==> config.mk <==
export PLATFORM = sky130hd
export DESIGN_NAME = ad9434_spi_master
export DESIGN_NICKNAME = d
export VERILOG_FILES = /design/src/rtl/ad9434_spi_master.sv
export SDC_FILE = /design/constraint.sdc
export NUM_CORES = 1
export LEC_CHECK = 0
export CAP_MARGIN = 40
export CORE_ASPECT_RATIO = 1.75
export CORE_MARGIN = 5
export CORE_UTILIZATION = 49
export DETAILED_ROUTE_END_ITERATION = 16
export PLACE_DENSITY = 0.76
export SLEW_MARGIN = 10
export SYNTH_ARGS = -nofsm -noshare
export SYNTH_HDL_FRONTEND = slang
export SYNTH_SLANG_ARGS = --single-unit
==> constraint.sdc <==
create_clock -name clk -period 2.38 [get_ports clk]
set_clock_uncertainty 0.15 [all_clocks]
set_input_delay 0.476 -clock clk [delete_from_list [all_inputs] [get_ports clk]]
set_output_delay 0.476 -clock clk [all_outputs]
set_load 0.01 [all_outputs]
==> src/rtl/ad9434_spi_master.sv <==
`timescale 1ns/1ps
// ---------------------------------------------------------------------------
// ad9434_spi_master
// 3-wire SPI master for the AD9434 configuration port. Each transaction is a
// 24-bit frame: a 16-bit instruction followed by 8 data bits. On a write, all
// 24 bits are driven. On a read, the first 16 bits are driven, then SDIO is
// released and 8 bits are captured from the slave.
//
// Ports
//   clk, rst_n       system clock; asynchronous active-low reset
//   i_spi_wr_cmd     write request (level, sampled while idle)
//   i_spi_rd_cmd     read request  (level, sampled while idle)
//   i_spi_wr_data    write: {instr[15:0], data[7:0]}; read: instr in [15:0]
//   o_spi_rd_data    last completed read byte
//   o_spi_rd_valid   one-cycle pulse when o_spi_rd_data updates
//   o_spi_busy       transaction in progress
//   o_spi_csb        chip select, active low
//   o_spi_sclk       serial clock, idle low
//   o_spi_sdio_o     SDIO output data
//   o_spi_sdio_oe    SDIO drive enable (1 = drive)
//   i_spi_sdio_i     SDIO input data
// ---------------------------------------------------------------------------
module ad9434_spi_master #(
    parameter int unsigned MOSI_DATA_WIDTH = 24,
    parameter int unsigned MISO_DATA_WIDTH = 8,
    parameter int unsigned CLK_DIV         = 4
) (
    input  logic                       clk,
    input  logic                       rst_n,
    input  logic                       i_spi_wr_cmd,
    input  logic                       i_spi_rd_cmd,
    input  logic [MOSI_DATA_WIDTH-1:0] i_spi_wr_data,
    output logic [MISO_DATA_WIDTH-1:0] o_spi_rd_data,
    output logic                       o_spi_rd_valid,
    output logic                       o_spi_busy,
    output logic                       o_spi_csb,
    output logic                       o_spi_sclk,
    output logic                       o_spi_sdio_o,
    output logic                       o_spi_sdio_oe,
    input  logic                       i_spi_sdio_i
);

    localparam int unsigned INSTR_W  = 16;
    localparam int unsigned DATA_W   = MOSI_DATA_WIDTH - INSTR_W;
    localparam logic [7:0]  HP_LAST  = 8'(CLK_DIV - 1);
    localparam logic [4:0]  BIT_LAST = 5'(MOSI_DATA_WIDTH - 1);
    localparam logic [4:0]  RD_FIRST = 5'(INSTR_W);

    typedef enum logic [2:0] {
        S_IDLE  = 3'd0,
        S_START = 3'd1,
        S_SHIFT = 3'd2,
        S_STOP  = 3'd3,
        S_GAP   = 3'd4
    } state_e;

    // Sequencing state
    state_e                       state_q,   state_d;
    logic [7:0]                   hp_cnt_q,  hp_cnt_d;
    logic [4:0]                   bit_cnt_q, bit_cnt_d;
    logic                         phase_q,   phase_d;
    logic [MOSI_DATA_WIDTH-1:0]   shift_q,   shift_d;
    logic [MISO_DATA_WIDTH-1:0]   rx_q,      rx_d;
    logic                         is_read_q, is_read_d;

    // Registered outputs
    logic [MISO_DATA_WIDTH-1:0]   rd_data_q,  rd_data_d;
    logic                         rd_valid_q, rd_valid_d;
    logic                         busy_q,     busy_d;
    logic                         csb_q,      csb_d;
    logic                         sclk_q,     sclk_d;
    logic                         sdio_q,     sdio_d;
    logic                         oe_q,       oe_d;

    logic                         hp_done;

    // State and output registers
    always_ff @(posedge clk or negedge rst_n) begin
        if (!rst_n) begin
            state_q    <= S_IDLE;
            hp_cnt_q   <= '0;
            bit_cnt_q  <= '0;
            phase_q    <= 1'b0;
            shift_q    <= '0;
            rx_q       <= '0;
            is_read_q  <= 1'b0;
            rd_data_q  <= '0;
            rd_valid_q <= 1'b0;
            busy_q     <= 1'b0;
            csb_q      <= 1'b1;
            sclk_q     <= 1'b0;
            sdio_q     <= 1'b0;
            oe_q       <= 1'b0;
        end else begin
            state_q    <= state_d;
            hp_cnt_q   <= hp_cnt_d;
            bit_cnt_q  <= bit_cnt_d;
            phase_q    <= phase_d;
            shift_q    <= shift_d;
            rx_q       <= rx_d;
            is_read_q  <= is_read_d;
            rd_data_q  <= rd_data_d;
            rd_valid_q <= rd_valid_d;
            busy_q     <= busy_d;
            csb_q      <= csb_d;
            sclk_q     <= sclk_d;
            sdio_q     <= sdio_d;
            oe_q       <= oe_d;
        end
    end

    // Next-state and next-output logic
    always_comb begin
        state_d    = state_q;
        hp_cnt_d   = hp_cnt_q;
        bit_cnt_d  = bit_cnt_q;
        phase_d    = phase_q;
        shift_d    = shift_q;
        rx_d       = rx_q;
        is_read_d  = is_read_q;
        rd_data_d  = rd_data_q;
        rd_valid_d = 1'b0;
        busy_d     = 1'b0;
        csb_d      = 1'b1;
        sclk_d     = 1'b0;
        sdio_d     = 1'b0;
        oe_d       = 1'b0;

        hp_done = (hp_cnt_q == HP_LAST);

        case (state_q)
            S_IDLE: begin
                // Write wins when both commands are present
                if (i_spi_wr_cmd || i_spi_rd_cmd) begin
                    state_d   = S_START;
                    hp_cnt_d  = '0;
                    bit_cnt_d = '0;
                    phase_d   = 1'b0;
                    is_read_d = !i_spi_wr_cmd;
                    if (i_spi_wr_cmd) begin
                        shift_d = i_spi_wr_data;
                    end else begin
                        shift_d = {i_spi_wr_data[INSTR_W-1:0], DATA_W'(0)};
                    end
                end
            end

            S_START: begin
                if (hp_done) begin
                    state_d  = S_SHIFT;
                    hp_cnt_d = '0;
                    phase_d  = 1'b0;
                end else begin
                    hp_cnt_d = hp_cnt_q + 8'd1;
                end
            end

            // phase_q = 0: sclk low half of a bit; phase_q = 1: sclk high half
            S_SHIFT: begin
                if (!hp_done) begin
                    hp_cnt_d = hp_cnt_q + 8'd1;
                end else begin
                    hp_cnt_d = '0;
                    if (!phase_q) begin
                        phase_d = 1'b1;
                        // Capture read data on the cycle sclk rises
                        if (is_read_q && (bit_cnt_q >= RD_FIRST)) begin
                            rx_d = {rx_q[MISO_DATA_WIDTH-2:0], i_spi_sdio_i};
                        end
                    end else begin
                        phase_d = 1'b0;
                        if (bit_cnt_q == BIT_LAST) begin
                            state_d = S_STOP;
                            if (is_read_q) begin
                                rd_data_d  = rx_q;
                                rd_valid_d = 1'b1;
                            end
                        end else begin
                            // Advance data only on the falling edge of sclk
                            bit_cnt_d = bit_cnt_q + 5'd1;
                            shift_d   = {shift_q[MOSI_DATA_WIDTH-2:0], 1'b0};
                        end
                    end
                end
            end

            S_STOP: begin
                if (hp_done) begin
                    state_d  = S_GAP;
                    hp_cnt_d = '0;
                    phase_d  = 1'b0;
                end else begin
                    hp_cnt_d = hp_cnt_q + 8'd1;
                end
            end

            // Two half-period intervals with csb high before returning idle
            S_GAP: begin
                if (hp_done) begin
                    hp_cnt_d = '0;
                    if (phase_q) begin
                        state_d = S_IDLE;
                        phase_d = 1'b0;
                    end else begin
                        phase_d = 1'b1;
                    end
                end else begin
                    hp_cnt_d = hp_cnt_q + 8'd1;
                end
            end

            default: begin
                state_d = S_IDLE;
            end
        endcase

        // Outputs follow the upcoming state so they stay registered and aligned
        busy_d = (state_d != S_IDLE);
        csb_d  = !((state_d == S_START) || (state_d == S_SHIFT) || (state_d == S_STOP));
        sclk_d = (state_d == S_SHIFT) && phase_d;
        if ((state_d == S_START) || (state_d == S_SHIFT)) begin
            sdio_d = shift_d[MOSI_DATA_WIDTH-1];
        end
        if (state_d == S_START) begin
            oe_d = 1'b1;
        end else if (state_d == S_SHIFT) begin
            // Read releases SDIO from the falling edge that ends the instruction
            oe_d = !(is_read_d && (bit_cnt_d >= RD_FIRST));
        end else if (state_d == S_STOP) begin
            oe_d = !is_read_d;
        end
    end

    assign o_spi_rd_data  = rd_data_q;
    assign o_spi_rd_valid = rd_valid_q;
    assign o_spi_busy     = busy_q;
    assign o_spi_csb      = csb_q;
    assign o_spi_sclk     = sclk_q;
    assign o_spi_sdio_o   = sdio_q;
    assign o_spi_sdio_oe  = oe_q;

endmodule

==> results by stage <==
Timing:
- The total negative slack for setup checks is 0 ns.
- The headroom to the max-slew limit is 0.698.
- The fmax is 435 MHz.
- The worst path in the final design needs a cycle of 2.30 ns, including I/O delays and setup.
- The final-report max-slew violation count is 0.
- The setup-violating endpoint count in the final report is 0.
- At the pin with the least slew margin, the transition time is 0.450 ns.
- Dividing the final minimum period by the clock period gives 0.965.
- The final-report hold violation count is 0.
- Setup repair after global routing left no endpoint under its margin.

Detailed routing:
- The number of antenna-violating nets in the routed design is 0.
- The wire length after detailed routing is 7060 um.
- The routed length per instance is 16.2 um.
- In the routed layout, each cell is associated on average with a via count of 5.63.
- After the first detailed-routing iteration, the DRC count stood at 122.
- For this block, the via count after detailed routing is 2455.
- The first detailed-routing pass ran for 4 iterations.
- The number of design rule violations left after detail routing is 0.

CTS:
- The number of levels the H-tree was split into is 3.
- CTS saw 64 sinks.
- The maximum count of clock buffers along a single path is 2.
- The clock latency of the later-clocked register in the worst-skew pair is 0.35 ns.
- The cell sitting at the root of the clock tree is a sky130_fd_sc_hd__clkbuf_8.
- The TritonCTS clock tree is done.
- Clock-pin slew was measured on the worst setup and hold paths at 0.08 ns.
- Buffers inserted during clock tree synthesis total 9.

Synth:
- The most frequently used flop master after synthesis is sky130_fd_sc_hd__dfrtp_1.
- The share of the Yosys chip area taken by registers is 0.526.
- The cell type with the largest total area after synthesis is sky130_fd_sc_hd__dfrtp_1.
- In this run, synthesis inferred 0 flip-flops with an integrated enable.
- Of all flip-flops after synthesis, the portion carrying an async set or reset was 1.00.
- Yosys printed 0 warnings.
- The net count after synthesis is 310.
- In the synthesized netlist, the cells that appear most often are 63 x sky130_fd_sc_hd__dfrtp_1, 35 x sky130_fd_sc_hd__nor2_1, 24 x sky130_fd_sc_hd__a221o_1, 20 x sky130_fd_sc_hd__nand2_1, 17 x sky130_fd_sc_hd__mux2_2.
- Ranked by total cell area, the synthesized netlist is headed by sky130_fd_sc_hd__dfrtp_1 52%, sky130_fd_sc_hd__a221o_1 7.9%, sky130_fd_sc_hd__mux2_2 6.3%, sky130_fd_sc_hd__mux2i_1 5.3%, sky130_fd_sc_hd__nor2_1 4.3%.
- The average cell area after synthesis is 11.0 um^2.
- The count of different cell masters after synthesis is 44.
- In the synthesized netlist, the number of instances is 277.
- The proportion of netlist area held by the largest area contributor is 0.517.
- The cell area after synthesis is 0.00305 mm^2.
- The most frequent cell after synthesis is sky130_fd_sc_hd__dfrtp_1.
- The synthesized design contains 64 register bits.

Setup path:
- In this run the critical register-to-register path is launched from hp_cnt_q[7]$_DFFE_PN0P_.
- The signal on the critical path passes through or4_4 -> nor2_4 -> ha_2 -> nand3_2 -> nor2_4 -> buf_12 -> mux2_2.
- Along the worst path, the maximum fanout reaches 8.
- The number of cells traversed by the worst register-to-register path is 7.
- The critical path launch point type is a flop.
- For the worst setup path, the data required time is 2.46 ns.
- For this run, the slowest stage of the critical path takes 0.61 ns.
- The most prevalent standard cell on the critical path is sky130_fd_sc_hd__nor2_4.
- In this design, the largest share of critical-path delay is due to simple AND/OR/NAND/NOR gates.
- The buffers plus inverters on the worst setup path is 1.
- The slowest stage of the critical path belongs to the cell sky130_fd_sc_hd__or4_4.
- The critical path is of the flop to flop type.
- For flop-to-flop paths, the worst setup slack is 0.08 ns.
- The worst setup path is captured at a flop.
- The data arrival at the endpoint of the critical path is 2.38 ns.
- The worst register-to-register path ends at rx_q[0]$_DFFE_PN0P_.

Layout:
- The fraction of layout instances using a drive strength above 1 is 0.233.
- The number of inserted diodes is 0.
- The area of all sequential standard cells is 0.00160 mm^2.
- Fill cells in the final layout number 461.
- The area added between synthesis and finish is 34.4%.
- The finished layout holds 436 standard cells, fillers aside.
- The final layout contains 384 nets.
- The area taken by multi-input logic gates is 0.00142 mm^2.

Placement:
- The count of placed standard cells including taps is 415.
- The wire-length estimate of the detail-placed layout is 5350 um.
- The final RePlAce weighted congestion is 0.793.
- The quantity of I/O buffers inserted on ports is 42.

Worst hold path:
- The path with the worst hold slack has its endpoint at o_spi_rd_data[4]$_DFFE_PN0P_.
- Along the worst hold path, the cell count comes to 1.
- In this run the most critical hold path is launched from o_spi_rd_data[4]$_DFFE_PN0P_.
- The worst hold path belongs to the class flop to flop.

Power and ir drop:
- VDD sags by at most 0.539 mV.
- The areal power density over the cells is 1030 mW/mm^2.
- Summed over all cells, the static leakage comes to 1.87 nW.

Die:
- The initial cell density of the core is 0.497.
- The die covers 0.00796 mm^2.
- The die span in x is 69.6 um.
- The area of the core is 0.00613 mm^2.
- Row generation in the floorplan step produced 38 rows.
- The y dimension of the die is 114 um.
- For this design the top-level I/O count stands at 43.

GRT:
- For this run, the total global-route usage over all layers was measured as 0.194.
- Entering global routing, the biggest net connects 65 pins.
- The number of global-route vias before repair is 2641.
- The wire length of the first global-routing pass is 12100 um.
- Summed over all layers, the global routing overflow is 0.
- The number of antenna violations at the first check in global routing was 0.

Run:
- Max-cap violations in this run came to 0.

Status:
- The flow ran to the end, and the final reports show no timing, DRC or antenna violations.
[final cells by class]
| cell class | instances | share of cell area |
|---|---|---|
| clock buffers | 12 | 0.0403 |
| multi-input cells | 194 | 0.347 |
| flip-flops and latches | 64 | 0.391 |
| inverters | 6 | 0.00550 |
| clock inverters | 4 | 0.0183 |
| well taps | 80 | 0.0244 |
| repair buffers | 76 | 0.173 |
[layout by cell type (no fill, tap or decap), types with 6 or more instances in the layout]
master,count
sky130_fd_sc_hd__clkbuf_8,12
sky130_fd_sc_hd__nor2_1,33
sky130_fd_sc_hd__dfrtp_1,63
sky130_fd_sc_hd__buf_4,30
sky130_fd_sc_hd__o21ai_0,14
sky130_fd_sc_hd__clkdlybuf4s50_1,41
sky130_fd_sc_hd__nor3_1,6
sky130_fd_sc_hd__and3_1,8
sky130_fd_sc_hd__a221o_1,24
sky130_fd_sc_hd__nand2_1,20
sky130_fd_sc_hd__mux2_2,15
sky130_fd_sc_hd__mux2i_1,16
sky130_fd_sc_hd__inv_1,6
[cells by family (layout without fill, tap and decap cells)]
group                    after synthesis  in the layout  synth area share
buffers and inverters                 19             98            0.0246
adder cells (fa/ha/maj)                4              4            0.0164
multiplexers                          33             33             0.115
flip-flops                            64             64             0.526
AO/OA/AOI/OAI                         61             61             0.156
XOR/XNOR                               2              2           0.00575
AND/OR/NAND/NOR                       94             94             0.156
[report_power, final]
group / leakage [nW] / internal [mW] / switching (mW)
clock: 0.115 / 0.675 / 0.424
sequential: 0.839 / 1.38 / 0.171
combinational: 0.917 / 0.793 / 0.767
[worst max-delay path by stage]
stage | slack, ns | endpoint | cells past startpoint | startpoint
after detailed placement | -0.11 | rx_q[6]$_DFFE_PN0P_ | 6 | hp_cnt_q[4]$_DFFE_PN0P_
after CTS | 0.04 | rx_q[6]$_DFFE_PN0P_ | 6 | hp_cnt_q[4]$_DFFE_PN0P_
after global routing | 0.005 | o_spi_sdio_o$_DFF_PN0_ | 7 | hp_cnt_q[0]$_DFFE_PN0P_
after floorplan | 0.0009 | rx_q[0]$_DFFE_PN0P_ | 7 | hp_cnt_q[0]$_DFFE_PN0P_
after global placement | -0.04 | o_spi_sdio_oe$_DFF_PN0_ | 7 | hp_cnt_q[0]$_DFFE_PN0P_
final | 0.08 | rx_q[0]$_DFFE_PN0P_ | 7 | hp_cnt_q[7]$_DFFE_PN0P_
[through the flow]
stage	hold WS [ns]	power (mW)	worst slack [ns]	cell area [um^2]	utilization
final	0.357	4.21	0.0831	4100	0.668
after CTS	0.360	4.22	0.0376	4060	0.662
after floorplan	0.0304	2.42	0.000891	3060	-
after global placement	0.337	3.00	-0.0449	3760	0.613
after global routing	0.377	4.48	0.00507	4100	0.668
after detailed placement	0.343	3.04	-0.106	3760	0.613
[registers in the layout, summed over array words and instances (netlist names), named ones only]
signal          flops
shift_q            24
hp_cnt_q            8
o_spi_rd_data       8
rx_q                8
bit_cnt_q           3
state_q             3
is_read_q           1
o_spi_busy          1
o_spi_csb           1
o_spi_rd_valid      1
o_spi_sclk          1
o_spi_sdio_o        1
o_spi_sdio_oe       1
phase_q             1
[repair_timing]
item	CTS	global route
hold buffers	1	0
resized for setup	7	4
endpoints found under the setup margin	19	8
buffers inserted	3	1
cloned	0	0
hold endpoints to repair	51	0
pin swaps	2	2
[per-layer routing]
metal	track usage	vias up	wire length, um
met5	0	-	0
met4	0.0921	0	199
met3	0.0466	15	317
met2	0.365	69	3970
met1	0.198	1193	2570
li1	-	1178	-
(Power assumes the default switching activity.)
